$ cat config.mk
export PLATFORM = sky130hd
export DESIGN_NAME = serial_addsub_ctrl
export DESIGN_NICKNAME = d
export VERILOG_FILES = /design/src/rtl/serial_addsub_pkg.sv /design/src/rtl/nibble_addsub_slice.sv /design/src/rtl/serial_addsub_ctrl.sv
export SDC_FILE = /design/constraint.sdc
export NUM_CORES = 1
export LEC_CHECK = 0
export ABC_AREA = 1
export CAP_MARGIN = 15
export CORE_UTILIZATION = 52
export DETAILED_ROUTE_END_ITERATION = 8
export PLACE_DENSITY = 0.8
export SLEW_MARGIN = 20
export SYNTH_ARGS = -nofsm -noshare
export SYNTH_HDL_FRONTEND = slang
export SYNTH_SLANG_ARGS = --single-unit
$ cat constraint.sdc
create_clock -name clk -period 2.2 [get_ports clk]
set_input_delay 0.55 -clock clk [delete_from_list [all_inputs] [get_ports clk]]
set_output_delay 0.55 -clock clk [all_outputs]
set_load 0.03 [all_outputs]
$ cat src/rtl/serial_addsub_pkg.sv
// Shared types and constants for the nibble-serial add/subtract sequencer.
// Optional signed-overflow output is enabled with `SERIAL_ADDSUB_OVF_EN.
package serial_addsub_pkg;

   localparam int NIBBLE_W = 4;

   typedef enum logic [1:0] {
      S_IDLE = 2'd0,
      S_RUN  = 2'd1,
      S_DONE = 2'd2
   } state_t;

   // Counter width able to hold nibbles-1, never narrower than one bit.
   function automatic int cnt_width(input int nibbles);
      return (nibbles > 1) ? $clog2(nibbles) : 1;
   endfunction

endpackage

$ cat src/rtl/nibble_addsub_slice.sv
// Combinational 4-bit add slice; b arrives already inverted for subtract.
// Zero latency, no flow control.
module nibble_addsub_slice
   import serial_addsub_pkg::*;
(
   input  logic [NIBBLE_W-1:0] a,
   input  logic [NIBBLE_W-1:0] b,
   input  logic                cin,
   output logic [NIBBLE_W-1:0] sum,
   output logic                cout
);

   logic [NIBBLE_W:0] total;

   assign total = {1'b0, a} + {1'b0, b} + {{NIBBLE_W{1'b0}}, cin};
   assign sum   = total[NIBBLE_W-1:0];
   assign cout  = total[NIBBLE_W];

endmodule

$ cat src/rtl/serial_addsub_ctrl.sv
// Nibble-serial add/sub: result valid WIDTH/4 cycles after accept, held until res_ready.
// Start is only taken in IDLE; `SERIAL_ADDSUB_OVF_EN adds the signed overflow port.
module serial_addsub_ctrl
   import serial_addsub_pkg::*;
#(
   parameter int WIDTH = 16
) (
   input  logic             clk,
   input  logic             rst_n,
   input  logic             start,
   output logic             in_ready,
   input  logic [WIDTH-1:0] op_a,
   input  logic [WIDTH-1:0] op_b,
   input  logic             sub,
   output logic [WIDTH-1:0] result,
   output logic             carry_out,
   output logic             res_valid,
   input  logic             res_ready,
`ifdef SERIAL_ADDSUB_OVF_EN
   output logic             overflow,
`endif
   output logic             busy
);

   localparam int NIBBLES = WIDTH / NIBBLE_W;
   localparam int CW      = cnt_width(NIBBLES);
   localparam logic [CW-1:0] LAST_CNT = CW'(NIBBLES - 1);

   generate
      if ((WIDTH % NIBBLE_W) != 0 || WIDTH < 8) begin : g_bad_width
         $error("serial_addsub_ctrl: WIDTH must be a multiple of 4 and >= 8");
      end
   endgenerate

   state_t state;
   state_t state_nxt;

   logic [CW-1:0]          count;
   logic                   carry;
   logic [WIDTH-1:0]       a_sh;
   logic [WIDTH-1:0]       b_sh;
   logic [WIDTH-NIBBLE_W-1:0] acc;
   logic [WIDTH-1:0]       acc_nxt;
   logic [NIBBLE_W-1:0]    slice_sum;
   logic                   slice_cout;
   logic                   accept;
   logic                   last_nib;
   logic                   release_res;

   nibble_addsub_slice u_slice (
      .a    (a_sh[NIBBLE_W-1:0]),
      .b    (b_sh[NIBBLE_W-1:0]),
      .cin  (carry),
      .sum  (slice_sum),
      .cout (slice_cout)
   );

   always_ff @(posedge clk or negedge rst_n) begin
      if (!rst_n) begin
         state <= S_IDLE;
      end else begin
         state <= state_nxt;
      end
   end

   always_comb begin
      state_nxt   = state;
      accept      = 1'b0;
      last_nib    = 1'b0;
      release_res = 1'b0;
      case (state)
         S_IDLE: begin
            if (start) begin
               accept    = 1'b1;
               state_nxt = S_RUN;
            end
         end
         S_RUN: begin
            if (count == LAST_CNT) begin
               last_nib  = 1'b1;
               state_nxt = S_DONE;
            end
         end
         S_DONE: begin
            if (res_ready) begin
               release_res = 1'b1;
               state_nxt   = S_IDLE;
            end
         end
         default: state_nxt = S_IDLE;
      endcase
   end

   assign in_ready = (state == S_IDLE);
   assign busy     = (state == S_RUN);

   // New nibble enters at the top; earlier nibbles slide toward the LSB.
   assign acc_nxt = {slice_sum, acc};

   always_ff @(posedge clk or negedge rst_n) begin
      if (!rst_n) begin
         count     <= '0;
         carry     <= 1'b0;
         a_sh      <= '0;
         b_sh      <= '0;
         acc       <= '0;
         result    <= '0;
         carry_out <= 1'b0;
         res_valid <= 1'b0;
      end else if (accept) begin
         a_sh      <= op_a;
         b_sh      <= op_b ^ {WIDTH{sub}};
         carry     <= sub;
         count     <= '0;
         res_valid <= 1'b0;
      end else if (state == S_RUN) begin
         a_sh  <= a_sh >> NIBBLE_W;
         b_sh  <= b_sh >> NIBBLE_W;
         acc   <= acc_nxt[WIDTH-1:NIBBLE_W];
         carry <= slice_cout;
         if (last_nib) begin
            result    <= acc_nxt;
            carry_out <= slice_cout;
            res_valid <= 1'b1;
         end else begin
            count <= count + CW'(1);
         end
      end else if (release_res) begin
         res_valid <= 1'b0;
      end
   end

`ifdef SERIAL_ADDSUB_OVF_EN
   // Sign bits of the top nibble decide two's-complement overflow.
   always_ff @(posedge clk or negedge rst_n) begin
      if (!rst_n) begin
         overflow <= 1'b0;
      end else if (last_nib) begin
         overflow <= (a_sh[NIBBLE_W-1] == b_sh[NIBBLE_W-1]) &&
                     (slice_sum[NIBBLE_W-1] != a_sh[NIBBLE_W-1]);
      end
   end
`endif

endmodule

Yosys cells after proc, flatten, opt, wreduce, memory -nomap -nowiden
Index checks and enable logic that the tools add are counted.
- bits in registers: 67
- bits of input ports: 37
- output and inout bits: 20
- word-level logic and storage cells: 53
- add/subtract/negate cells: 3
- eq/ne operators: 8
- muxes and demuxes: 23
- bitwise gates (word level): 2
- reduce and logical (&&, ||, !) cells: 8
- operators by type and width (kind ; number):
    $mux W16 ; 4
    $xor A16 B16 Y16 ; 1
    $mux W1 ; 12
    $mux W2 ; 6
    $ne A2 B2 Y1 const B ; 3
    $pmux W2 S3 ; 1
    $reduce_and A2 Y1 ; 3
    $reduce_and A3 Y1 ; 2
    $add A4 B4 Y5 ; 1
    $add A5 B1 Y5 ; 1
    $eq A2 B2 Y1 const B ; 2
    $ne A3 B1 Y1 const B ; 1
    $reduce_bool A3 Y1 ; 1
    $add A2 B1 Y2 const B ; 1
    $eq A2 B1 Y1 const B ; 1
    $logic_not A2 Y1 ; 1
    $ne A2 B1 Y1 const B ; 1
    $reduce_bool A2 Y1 ; 1
    $not A1 Y1 ; 1

Longest topological paths before layout
Gate-level depths: netlist of run 1.
- depth in word-level cells: 6
- depth in mapped cells: 8
- depth with buffers taken out: 6

Hierarchy
From an unflattened synthesis of run 1, not the netlist that was laid out.
- cells, all modules: 388
- area total of the unflattened synthesis: 3221.8 um2
- modules (own cells, without submodules) (module ; times used ; cells an instance ; area an instance (um2) ; seq. area each (um2)):
    serial_addsub_ctrl ; 1 ; 363 ; 3056.7 ; 1676.6
    nibble_addsub_slice ; 1 ; 25 ; 165.2 ; 0.0

Worst setup path after synthesis of run 1
Ideal clock, no wire load.
- kind: flip-flop to flip-flop
- start: reg state[0]
- end: reg a_sh[10]
- setup time: 0.068 ns
- arrival time: 1.569 ns
- data required time: 2.132 ns
- path slack: 0.563 ns
- cell stages (with the launch flop): 8
- path buffers: 2
- period minus slack after synthesis: 1.637 ns
- cells stage by stage: dfrtp_1 -> nor2_1 -> nand2_2 -> inv_1 -> buf_4 -> buf_4 -> nand2_1 -> nand3_1
- longest elaborated chain between the ends: 3
- elaborated cells between the ends (all ways): 5
- classes of those cells: 1 x eq/ne; 2 x mux; 2 x reduce/logical
- RTL lines (item ; line ; text):
    from (decl) ; serial_addsub_ctrl.sv:35 ; state_t state;
    from (signal assigned) ; serial_addsub_ctrl.sv:62 ; state <= state_nxt;
    $logic_not A2 Y1 (*) ; - ;
    named net in_ready ; serial_addsub_ctrl.sv:11 ; output logic in_ready,
    $mux W1 (*) ; serial_addsub_ctrl.sv:71 ; case (state)
    $mux W16 / $reduce_bool A2 Y1 (equally long branches) ; - ;
    to (signal assigned) ; serial_addsub_ctrl.sv:111 ; a_sh <= op_a;
    to (signal assigned) ; serial_addsub_ctrl.sv:117 ; a_sh <= a_sh >> NIBBLE_W;
    to (decl) ; serial_addsub_ctrl.sv:40 ; logic [WIDTH-1:0] a_sh;
Mark *: on every way through the listed nets, which the timed path passes. The rest lies on a longest branch.
A chain may end at the register's enable or synchronous reset.

Worst setup path after layout of run 1
- start: reg state[1]
- end: out busy
- longest elaborated chain between the ends: 1
- RTL lines (item ; line ; text):
    $eq A2 B1 Y1 ; serial_addsub_ctrl.sv:95 ; assign busy = (state == S_RUN);
    to (decl) ; serial_addsub_ctrl.sv:22 ; output logic busy
No other way between the ends.

==> results of run 1 <==
-- synth_stat cells (all sizes together) --
cell type  number  share of area, %
nand2         139                18
dfrtp          67                56
nand3          30               5.0
o21ai          29               5.0
inv            23               2.9
buf            12               2.5
xor2           12               3.5
nor2            6               1.3
xnor2           5               1.5
ha              4               1.7
clkbuf          3              0.38
a21oi           2              0.33
fa              2               1.3
o211ai          2              0.50
clkinv          1              0.13
o22ai           1              0.21
o31ai           1              0.25
-- worst reg2reg max path: stages, from the launching register on --
cell and delay, ps:
dfrtp_1 400, fa_1 480, inv_1 90, fa_1 410, o21ai_0 170
-- per-stage QoR --
stage	total power [mW]	utilization, %	hold slack [ps]	instances
6_report	5.20	69.3	192	477
5_1_grt	5.60	69.3	218	477
4_1_cts	5.25	69.3	196	477
3_5_place_dp	4.26	66.0	465	461
3_3_place_gp	4.17	66.0	455	461
2_1_floorplan	3.47	-	254	339
-- report_power, final --
group	internal [mW]	switching, mW	total, mW
clock network	0.555	0.427	0.982
logic	0.845	1.36	2.21
registers	1.73	0.278	2.01
total	3.13	2.07	5.20
-- flip-flops by register name, summed over array words and instances (netlist names) --
signal and cells:
result 16, count 2, a_sh 16, state 2
carry 1, res_valid 1, carry_out 1, b_sh 16
acc 12
-- area by class of cell --
type | count | area (um^2)
Fill cell | 468 | 1700
Sequential cell | 67 | 1680
Multi-Input combinational cell | 233 | 1150
Timing Repair Buffer | 65 | 646
Clock buffer | 14 | 153
Inverter | 24 | 90.1
Tap cell | 72 | 90.1
Clock inverter | 2 | 35.0
-- worst paths after layout --
path | from | endpoint | slack, ps | cells past startpoint
max | state[1]$_DFFE_PN0P_ | busy | 210 | 4
min | rst_n | result[0]$_DFFE_PN0P_ | 190 | 1
max reg2reg | carry$_DFFE_PN0P_ | result[13]$_DFFE_PN0P_ | 560 | 4
min reg2reg | result[3]$_DFFE_PN0P_ | result[3]$_DFFE_PN0P_ | 470 | 2
max in group asynchronous | rst_n | b_sh[11]$_DFFE_PN0P_ | 1370 | 2
min in group clk | result[3]$_DFFE_PN0P_ | result[3]$_DFFE_PN0P_ | 470 | 2
-- kinds of logic after synthesis --
kind of cell	after synthesis	synth area share, %
simple gates	175	24.0
flops	67	55.9
buf+inv	39	5.84
compound gates	35	6.26
xor+xnor	17	4.96
fa+ha+maj	6	3.00
-- layout by cell type, fill, tap and decap left out, types with 5 or more instances in the layout --
cell type / netlist / layout
nor2_1: 5 / 5
buf_4: 3 / 7
clkdlybuf4s50_1: 0 / 53
dfrtp_1: 67 / 67
inv_1: 23 / 23
clkbuf_8: 0 / 10
xnor2_1: 5 / 5
xor2_1: 12 / 12
nand2_1: 137 / 137
nand3_1: 30 / 30
o21ai_0: 27 / 27
-- routing by layer --
layer | vias up | GRT usage [%]
met5 | - | 0
met1 | 1100 | 28.7
met2 | 67 | 35.8
met3 | 7 | 4.94
li1 | 1189 | -
met4 | 0 | 12.2
==> impl_metrics.ini, run 1 <==
[status]
status = complete, no violations

[floorplan]
die_y_um = 77.9
io_pins = 57
dieArea_um2 = 6080
num_rows = 27
initial_core_util_pct = 54.1
coreArea_um2 = 5540
fp.dieW_um = 77.9

[global_routing]
grt_pass1_vias = 2310
grt_max_degree = 30
grt_pass1_wl_um = 10400
grt_use_total_pct = 22.5
antenna_found_initial = 0
grt_overflow = 0

[critical_path]
cp_num_buf_inv = 3
critPathTopFamily = buffers and inverters
path_cells = inv_1 -> nand2_4 -> clkinv_1 -> dlygate4sd2_1
worst_setup_path_start_kind = flop
arrival_ps = 1440
slowest_delay_ps = 410
critPathRequiredTime_ps = 1650
cp_max_fo = 4
end_kind = primary output
crit_slowest_cell = dlygate4sd2_1
path_class = flop to primary output

[routing]
vias_per_cell = 4.95
drc_errors = 0
wl_met1_um = 2660
first_iter_violations = 138
wl_met3_um = 268
drt-pass1-iter-count = 5
dr.max_layer_used = met4
routedWlPerCell_um = 12.3
num_vias = 2363
route.met2.wl_um = 2870
drt-total-wl_um = 5880
antenna_left = 0

[timing]
maxSlewHeadroom_pct = 63.5
min_period_ps = 1990
maxSlewViolCount = 0
fin_crit_sh_pct = 90.4
timing.final.ws_setup_ps = 210
clock_skew_ps = 7.46
setup_tns_ps = 0
grt_setup_unrepaired = false
hold_viol = 0
fmax_mhz = 503
setup_viol = 0
worstMarginPinSlew_ps = 547

[clocking]
root_buffer = clkbuf_8
clk_pin_slew_ps = 70
cts_hold_repair.buffers = 0
htree_levels = 3
cts_setup_buffers = 0
clock_latency_ps = 340
post_cts_resized = 2
clock-sinks = 67
cts_buffers = 9
tritoncts = done
ctsLongestPathBuffers = 2

[layout]
antenna_cells = 0
drive_above_1_share_pct = 6.67
area_growth_pct = 28.1
final_nets = 443
fin_area_um2 = 3840

[synthesis]
seq_area_frac_synth_pct = 55.9
yosys_warnings = 0
ys_types = 24
synth_cells = 339
syn_area_um2 = 3000
synth_nets = 382
ys_ff_latch = 67
avgSynthCellArea_um2 = 8.85

[pwr]
leakage_nw = 1.85
ir_worst_vdd_mv = 0.617
power_density_nw_per_um2 = 1350

[hold_path]
worst_hold_path_type = input port to async pin

[place]
hpwl_um = 4100
port-buffer-count = 56
placed_area_um2 = 3660
place_ws_ps = 320
place_congestion = 0.732

[flow_run]
drv_cap = 0
Power figures use the tool's default switching activity.
==> run 2: changes to the inputs <==
Clock period 2.2 ns to 2.1 ns, I/O delays scaled along.
==> impl_metrics.ini, run 2 (synthesis results as in run 1) <==
[status]
status = complete, no violations

[clocking]
root_buffer = clkbuf_8
clock_latency_ps = 340
clock-sinks = 67
cts_buffers = 9
post_cts_resized = 2
htree_levels = 3
cts_hold_repair.buffers = 0
ctsLongestPathBuffers = 2
cts_setup_buffers = 0
tritoncts = done
clk_pin_slew_ps = 70

[layout]
antenna_cells = 0
final_cell_mix = nand2_1 (137), dfrtp_1 (67), clkdlybuf4s50_1 (53)
final_nets = 443
reg_top3 = a_sh x16, b_sh x16, result x16
drive_above_1_share_pct = 7.18
area_growth_pct = 27.8
layout_commonest_cell = nand2_1

[routing]
vias_per_cell = 5.00
drt-total-wl_um = 5820
first_iter_violations = 82
num_vias = 2378
drc_errors = 0
drt-pass1-iter-count = 4
antenna_left = 0
routedWlPerCell_um = 12.2

[global_routing]
grt_pass1_vias = 2345
antenna_found_initial = 0
grt_pass1_wl_um = 10300
grt_use_total_pct = 22.2
grt_overflow = 0
grt_max_degree = 30

[floorplan]
coreArea_um2 = 5540
die_y_um = 77.9
num_rows = 27
initial_core_util_pct = 54.1
fp.dieW_um = 77.9
dieArea_um2 = 6080
io_pins = 57

[timing]
hold_slack_ps = 170
worstMarginPinSlew_ps = 546
clock_skew_ps = 7.26
maxSlewHeadroom_pct = 63.6
hold_viol = 0
grt_setup_unrepaired = false
maxSlewViolCount = 0
setup_tns_ps = 0
fin_crit_sh_pct = 92.3
min_period_ps = 1940
fmax_mhz = 516
setup_viol = 0

[critical_path]
critPathRequiredTime_ps = 1570
path_class = flop to primary output
critPathTopFamily = buffers and inverters
cp_max_fo = 4
arrival_ps = 1410
worst_setup_path_start_kind = flop
path_cells = inv_1 -> nand2_4 -> clkinv_1 -> dlygate4sd2_1
cp_num_buf_inv = 3
end_kind = primary output
crit_slowest_cell = dlygate4sd2_1
slowest_delay_ps = 400

[pwr]
total_power_mw = 5.35
leakage_nw = 1.85
power_density_nw_per_um2 = 1400
ir_worst_vdd_mv = 0.798

[hold_path]
worst_hold_path_type = input port to async pin

[flow_run]
drv_cap = 0

[place]
port-buffer-count = 56
place_congestion = 0.733
hpwl_um = 4170
==> run 2: cell types whose count changed in the layout (fill, tap and decap cells not counted), sizes merged <==
cell / previous run / this run
clkbuf: 14 / 13
bufinv: 1 / 0
clkinv: 2 / 3
==> run 2: where the power goes <==
group / switching (mW) / internal, mW
combinational: 1.41 / 0.883
sequential: 0.284 / 1.81
clock: 0.447 / 0.515
total: 2.14 / 3.21
==> run 2: metal layers <==
metal	up-vias	global-route usage [%]	wire length (um)
met4	0	11.7	135
li1	1191	-	-
met3	15	4.47	273
met2	68	36.9	2810
met5	-	0	0
met1	1104	27.5	2600
==> run 2: worst paths after layout <==
check	start	end	slack, ps	depth (start not counted)
min reg2reg	result[3]$_DFFE_PN0P_	result[3]$_DFFE_PN0P_	470	2
max reg2reg	carry$_DFFE_PN0P_	result[13]$_DFFE_PN0P_	450	4
max	state[1]$_DFFE_PN0P_	busy	160	4
min	rst_n	acc[3]$_DFFE_PN0P_	170	1
max in group asynchronous	rst_n	acc[2]$_DFFE_PN0P_	1310	2
min in group clk	result[3]$_DFFE_PN0P_	result[3]$_DFFE_PN0P_	470	2
==> run 2: stage by stage <==
step | std cells | worst slack [ps] | cell area (um^2) | utilization, %
after floorplan | 339 | 463 | 3000 | -
after global placement | 461 | 261 | 3660 | 66.0
after detailed placement | 461 | 253 | 3660 | 66.0
after CTS | 476 | 143 | 3830 | 69.2
after global routing | 476 | 67.2 | 3830 | 69.2
final | 476 | 162 | 3830 | 69.2
==> run 2: final cells by class <==
cell class,count,area [um^2]
Tap cell,72,90.1
Fill cell,458,1710
Timing Repair Buffer,65,646
Clock inverter,2,10.0
Sequential cell,67,1680
Clock buffer,13,169
Inverter,24,90.1
Multi-Input combinational cell,233,1150
==> run 3: changes to the inputs <==
Settings changed: CAP_MARGIN 15 to 20.
==> results of run 3 <==
Final layout, timing and power as in run 2 (identical DEF).
